**src/rtl/muldiv_unit.sv**
```systemverilog
// muldiv_unit: multi-cycle MIPS mult/multu/div/divu unit owning the HI/LO registers
module muldiv_unit #(
  parameter int WIDTH = 32
) (
  input  logic             clk,
  input  logic             reset,
  input  logic             start,
  input  logic [1:0]       op,
  input  logic [WIDTH-1:0] srca,
  input  logic [WIDTH-1:0] srcb,
  input  logic             hi_we,
  input  logic             lo_we,
  input  logic [WIDTH-1:0] wdata,
  output logic             busy,
  output logic             done,
  output logic [WIDTH-1:0] hi,
  output logic [WIDTH-1:0] lo
);
  localparam int CW = $clog2(WIDTH);
  typedef enum logic [1:0] {IDLE, RUN, FIX, DN} state_t;
  state_t state, state_nx;
  logic [CW-1:0] cnt;
  logic [2*WIDTH-1:0] p, step, prod;
  logic [WIDTH-1:0] m, a_mag, b_mag, qf, rf, res_hi, res_lo;
  logic [WIDTH:0] sum, t, diff;
  logic isdiv, neg_q, neg_r, dz, accept, a_neg, b_neg, ge;
  assign busy = state == RUN || state == FIX;
  assign done = state == DN;
  assign accept = start && !busy;
  always_comb begin
    a_neg = !op[0] && srca[WIDTH-1];
    b_neg = !op[0] && srcb[WIDTH-1];
    a_mag = a_neg ? -srca : srca;
    b_mag = b_neg ? -srcb : srcb;
    state_nx = accept ? RUN :
               (state == RUN && cnt == '0) ? FIX :
               state == FIX ? DN :
               state == DN ? IDLE : state;
  end
  // p holds {partial product, multiplier} for mult and {remainder, quotient} for div
  always_comb begin
    sum = {1'b0, p[2*WIDTH-1:WIDTH]} + (p[0] ? {1'b0, m} : '0);
    t = p[2*WIDTH-1:WIDTH-1];
    diff = t - {1'b0, m};
    ge = t >= {1'b0, m};
    step = isdiv ? (ge ? {diff[WIDTH-1:0], p[WIDTH-2:0], 1'b1} : {p[2*WIDTH-2:0], 1'b0})
                 : {sum, p[WIDTH-1:1]};
    prod = neg_q ? -p : p;
    qf = neg_q ? -p[WIDTH-1:0] : p[WIDTH-1:0];
    rf = neg_r ? -p[2*WIDTH-1:WIDTH] : p[2*WIDTH-1:WIDTH];
    res_hi = isdiv ? rf : prod[2*WIDTH-1:WIDTH];
    res_lo = isdiv ? (dz ? '1 : qf) : prod[WIDTH-1:0];
  end
  always_ff @(posedge clk or negedge reset) begin
    if (!reset) begin
      state <= IDLE;
      cnt <= '0;
      p <= '0;
      m <= '0;
      isdiv <= 1'b0;
      neg_q <= 1'b0;
      neg_r <= 1'b0;
      dz <= 1'b0;
      hi <= '0;
      lo <= '0;
    end else begin
      state <= state_nx;
      if (accept) begin
        isdiv <= op[1];
        m <= op[1] ? b_mag : a_mag;
        p <= {{WIDTH{1'b0}}, op[1] ? a_mag : b_mag};
        neg_q <= a_neg ^ b_neg;
        neg_r <= a_neg;
        dz <= srcb == '0;
        cnt <= CW'(WIDTH - 1);
      end else if (state == RUN) begin
        p <= step;
        cnt <= cnt - 1'b1;
      end
      if (state == FIX) begin
        hi <= res_hi;
        lo <= res_lo;
      end else if (!busy) begin
        if (hi_we) hi <= wdata;
        if (lo_we) lo <= wdata;
      end
    end
  end
endmodule

```
**config.mk**
```make
export PLATFORM = sky130hd
export DESIGN_NAME = muldiv_unit
export DESIGN_NICKNAME = d
export VERILOG_FILES = /design/src/rtl/muldiv_unit.sv
export SDC_FILE = /design/constraint.sdc
export NUM_CORES = 1
export LEC_CHECK = 0
export CORE_AREA = 2 2 176 178
export CTS_BUF_LIST = sky130_fd_sc_hd__clkbuf_2
export DETAILED_ROUTE_END_ITERATION = 10
export DIE_AREA = 0 0 178 180
export PLACE_DENSITY = 0.81
export SYNTH_ARGS = -nofsm -noshare
export SYNTH_HDL_FRONTEND = slang
export SYNTH_SLANG_ARGS = --single-unit
```
**constraint.sdc**
```tcl
create_clock -name clk -period 3.1 [get_ports clk]
set_clock_uncertainty 0.2 [all_clocks]
set_input_delay 0.62 -clock clk [delete_from_list [all_inputs] [get_ports clk]]
set_output_delay 0.62 -clock clk [all_outputs]
set_load 0.1 [all_outputs]
```
### Word level (Yosys, flattened, before mapping)

Index checks and enable logic that the tools add are counted.

| cells by class | value |
|---|---|
| equality and inequality tests | 4 |
| reductions and logical operators | 15 |
| multiply operators | 0 |
| mux-type cells | 27 |
| div/mod/pow operators | 0 |
| add/sub/neg operators | 8 |
| bitwise operators | 1 |
| shift operators | 0 |
| order comparisons | 1 |

Operator list:

| cell | number |
|---|---|
| $mux 32 | 16 |
| $mux 64 | 5 |
| $neg 32->32 | 4 |
| $neg 64->64 | 1 |
| $add 32x32->33 | 1 |
| $ge 33x32->1 | 1 |
| $logic_not 32->1 | 1 |
| $sub 32x32->32 | 1 |
| $mux 5 | 2 |
| $mux 2 | 4 |
| $reduce_bool 2->1 | 3 |
| $logic_not 5->1 | 1 |
| $sub 5x1->5 const B | 1 |
| $eq 2x2->1 const B | 2 |
| $logic_and 1x1->1 | 4 |
| $reduce_and 2->1 | 2 |
| $reduce_bool 4->1 | 1 |
| $eq 2x1->1 const B | 1 |
| $logic_not 1->1 | 2 |
| $ne 2x1->1 const B | 1 |
| $logic_or 1x1->1 | 1 |
| $xor 1x1->1 | 1 |

| storage, ports and cells | value |
|---|---|
| memory bits (writable) | 0 |
| output and inout port bits | 66 |
| input bits | 103 |
| bits in latches | 0 |
| bits in registers | 171 |
| bits in read-only memories | 0 |
| logic and storage cells | 66 |
| memories kept | 0 |

### Depth between registers and ports, before layout

| logic depth | value |
|---|---|
| depth in word-level cells | 5 |
| gate-level depth with buffers | 14 |
| gate-level depth less buffers | 13 |

### Worst setup path after synthesis

OpenSTA, ideal clock, no wires.

| timing path | value |
|---|---|
| path kind | flip-flop to flip-flop |
| from | reg p[0] |
| to | reg p[52] |
| period minus slack after synthesis | 3.374 ns |
| stages on the path, launching flop included | 14 |
| required time | 2.760 ns |
| slack | -0.274 ns |
| setup time | 0.140 ns |
| buffers on the path | 1 |
| arrival time | 3.035 ns |
| cells stage by stage | dfrtp_1 > inv_1 > clkbuf_1 > nor2_1 > ha_1 > a21o_1 > a221o_1 > a31o_2 > a311oi_1 > o31ai_1 > a21o_1 > a21o_1 > xnor2_1 > o221ai_1 |

| between the ends | value |
|---|---|
| word-level cells in the longest chain between the ends | 5 |

RTL lines:

| what | RTL line | source |
|---|---|---|
| from (decl) | 23 | `logic [2*WIDTH-1:0] p, step, prod;` |
| from (signal assigned) | 71 | `p <= {{WIDTH{1'b0}}, op[1] ? a_mag : b_mag};` |
| from (signal assigned) | 77 | `p <= step;` |
| $mux 32 | 42 | `sum = {1'b0, p[2*WIDTH-1:WIDTH]} + (p[0] ? {1'b0, m} : '0);` |
| $add 32x32->33 | 42 |  |
| $mux 64 | 46 | `step = isdiv ? (ge ? {diff[WIDTH-1:0], p[WIDTH-2:0], 1'b1} : {p[2*WIDTH-2:0], 1'b0})` |
| $mux 64 | 76 | `end else if (state == RUN) begin` |
| $mux 64 | 68 | `if (accept) begin` |

No other way between the ends. The select of a mux whose other input is x is not followed.
A chain may end at the register's enable or synchronous reset.

### Final worst setup path

| timing path | value |
|---|---|
| from | reg p[0] |
| to | reg p[55] |

Same word-level chain as after synthesis.

==> impl_metrics.ini <==
[place]
gp_congestion = 1.02
dp_hpwl_microns = 47700
io_buffers = 168

[detailed_routing]
drt-total-wl_microns = 63700
vias_per_cell = 6.20
drtIter0Drc = 1953
drc = 0
vias = 17735
postRouteAntennaNets = 0
routedWlPerCell_microns = 22.3
dr.pass1.iters = 5

[finish]
final_layout_size_suffix_gt1_frac = 0.334
final.fill_count = 2218
fin_nets = 2630
syn_to_final_growth_pct = 48.9

[yosys]
synth_most_common_cell = nand2_1
synth_top_cell_by_area = dfrtp_1
synthCells = 1884
synth.area.top_cells = dfrtp_1 29%, o21ai_0 6.6%, xnor2_1 6.6%, ha_1 6.2%, nand2_1 5.7%
synthArstFlopShare = 1.00
yosysTopAreaCellShare = 0.289
synth_warnings = 0
syn_area_sq_um = 14800
syn_nets = 2062
ys_seq_area_frac = 0.289
ys.flop_type = dfrtp_1
synth_cell_type_count = 73
synth.avg_cell_area_sq_um = 7.86
synth-seq-cells = 171
ys_top_cells_by_count = 223 x nand2_1, 196 x o21ai_0, 171 x dfrtp_1
synth_edf_count = 0

[setup_path]
crit_path_start_kind = flip-flop
worstPathRequired_ns = 3.67
critPathMaxFanout = 8
reg2reg_from = p[0]
end_kind = flip-flop
arrival_ns = 3.94
critPathKind = flip-flop to flip-flop
crit_start = p[0]

[floorplanning]
io-pin-count = 169
coreArea_sq_um = 30200
start_util = 0.490
fp.dieW_microns = 178
die_h_microns = 180
rows = 64
die_area_sq_um = 32000

[timing]
hold_viol = 0
fmaxAchievable_mhz = 296
fin_crit_sh = 1.09
setup_viol = 39
setup_ws_ns = -0.277
slew_viol_final = 0
period_minus_slack_ns = 3.38
tightest_slew_ns = 0.988
setup_tns_ns = -4.46
rsz0062_at_grt = yes
relSlewSlack = 0.341

[clocking]
cts-root-buf = clkbuf_2
clk_latency_ns = 0.86
clkTransAtPathRegs_ns = 0.35
cts.sinks = 171
cts_tree = done
cts_buffers = 17
ctsLongestPathBuffers = 2
htree_levels = 4

[outcome]
run_status = finished, violations left
violations = negative setup slack

[flow_run]
maxCapViolCount = 0

[global_route]
grt_pass1_wl_microns = 93400
grt_overflow = 0
grt_max_degree = 81
antenna_found_initial = 1
track_usage = 0.376
grt_pass1_vias = 16721

[worst_hold_path]
worstHoldPathType = input pin to async pin
[cell families after synthesis]
group | share of synthesized area
xor+xnor | 0.105
compound gates | 0.267
simple gates | 0.180
buf+inv | 0.0476
flops | 0.289
mux | 0.0475
fa+ha+maj | 0.0644
[critical path, cell delays in order, from the launching register on]
cell      delay, ns
dfrtp_1        0.51
inv_4          0.14
buf_6          0.15
buf_12         0.14
buf_8          0.11
nor2_4         0.04
ha_4           0.15
a21o_1         0.18
a21o_1         0.17
a21o_1         0.20
a32oi_4        0.27
buf_4          0.18
o21ai_4        0.05
buf_4          0.14
nand2b_1       0.07
nand3_1        0.10
xor2_1         0.15
a221o_1        0.32
[worst paths after layout]
path	end	slack [ns]	cells past startpoint
hold / removal	lo[10]	0.10	2
hold reg to reg	lo[14]	0.33	2
max in group asynchronous	p[48]	1.79	3
setup / recovery	p[55]	-0.28	17
setup reg to reg	p[55]	-0.28	17
min in group clk	m[3]	0.14	4
[through the flow]
stage / worst slack (ns) / utilization / hold slack (ns) / instance area [sq um] / std cells
3_5_place_dp: -0.590 / 0.653 / 0.272 / 19700 / 2756
6_report: -0.277 / 0.730 / 0.105 / 22000 / 2862
4_1_cts: -0.222 / 0.691 / 0.0840 / 20900 / 2814
5_1_grt: -0.357 / 0.730 / 0.107 / 22000 / 2862
2_1_floorplan: -0.0634 / - / 0.124 / 14900 / 1884
3_3_place_gp: -0.567 / 0.653 / 0.264 / 19700 / 2756
[flip-flops by register name, indices dropped and copies added, names as in the netlist]
| register | cells |
|---|---|
| p | 64 |
| hi | 32 |
| lo | 32 |
| m | 32 |
| cnt | 5 |
| state | 2 |
| dz | 1 |
| isdiv | 1 |
| neg_q | 1 |
| neg_r | 1 |
[what timing repair did]
item | in CTS | in global routing
setup endpoints to repair | 59 | 68
pin swaps | 75 | 125
hold buffers | 1 | 0
gates cloned | 1 | 2
gates resized for setup | 168 | 165
buffers inserted | 24 | 47
endpoints found under the hold margin | 70 | 0
[final cells by class]
| type | instances | area [sq um] | share of cell area |
|---|---|---|---|
| inverter | 74 | 283 | 0.0128 |
| sequential | 171 | 4290 | 0.194 |
| antenna | 1 | 2.50 | 0.000114 |
| clock buffer | 17 | 85.1 | 0.00386 |
| multi-input combinational | 1527 | 11200 | 0.509 |
| timing repair buffer | 661 | 5480 | 0.248 |
| clock inverter | 15 | 201 | 0.00914 |
| tap | 396 | 495 | 0.0225 |
[layer usage]
metal	wire length, microns	up-vias	global-route usage
li1	-	7981	-
met1	25100	8443	0.500
met2	28300	1094	0.586
met3	6530	217	0.0736
met4	3740	0	0.180
met5	0	-	0
[layout by cell type, fill, tap and decap left out, drive strengths merged, types with 30 or more instances in the layout]
cell type        n
a21oi          159
buf            559
clkdlybuf4s50  100
dfrtp          171
ha              73
inv             81
mux2i           68
nand2          223
nor2           142
o211ai          48
o21ai          202
o31ai           30
or3             33
xnor2          112
xor2            65
Power is left out: the tool's default activity adds up to more than one toggle a clock period on the data nets, which glitch-free logic cannot reach.
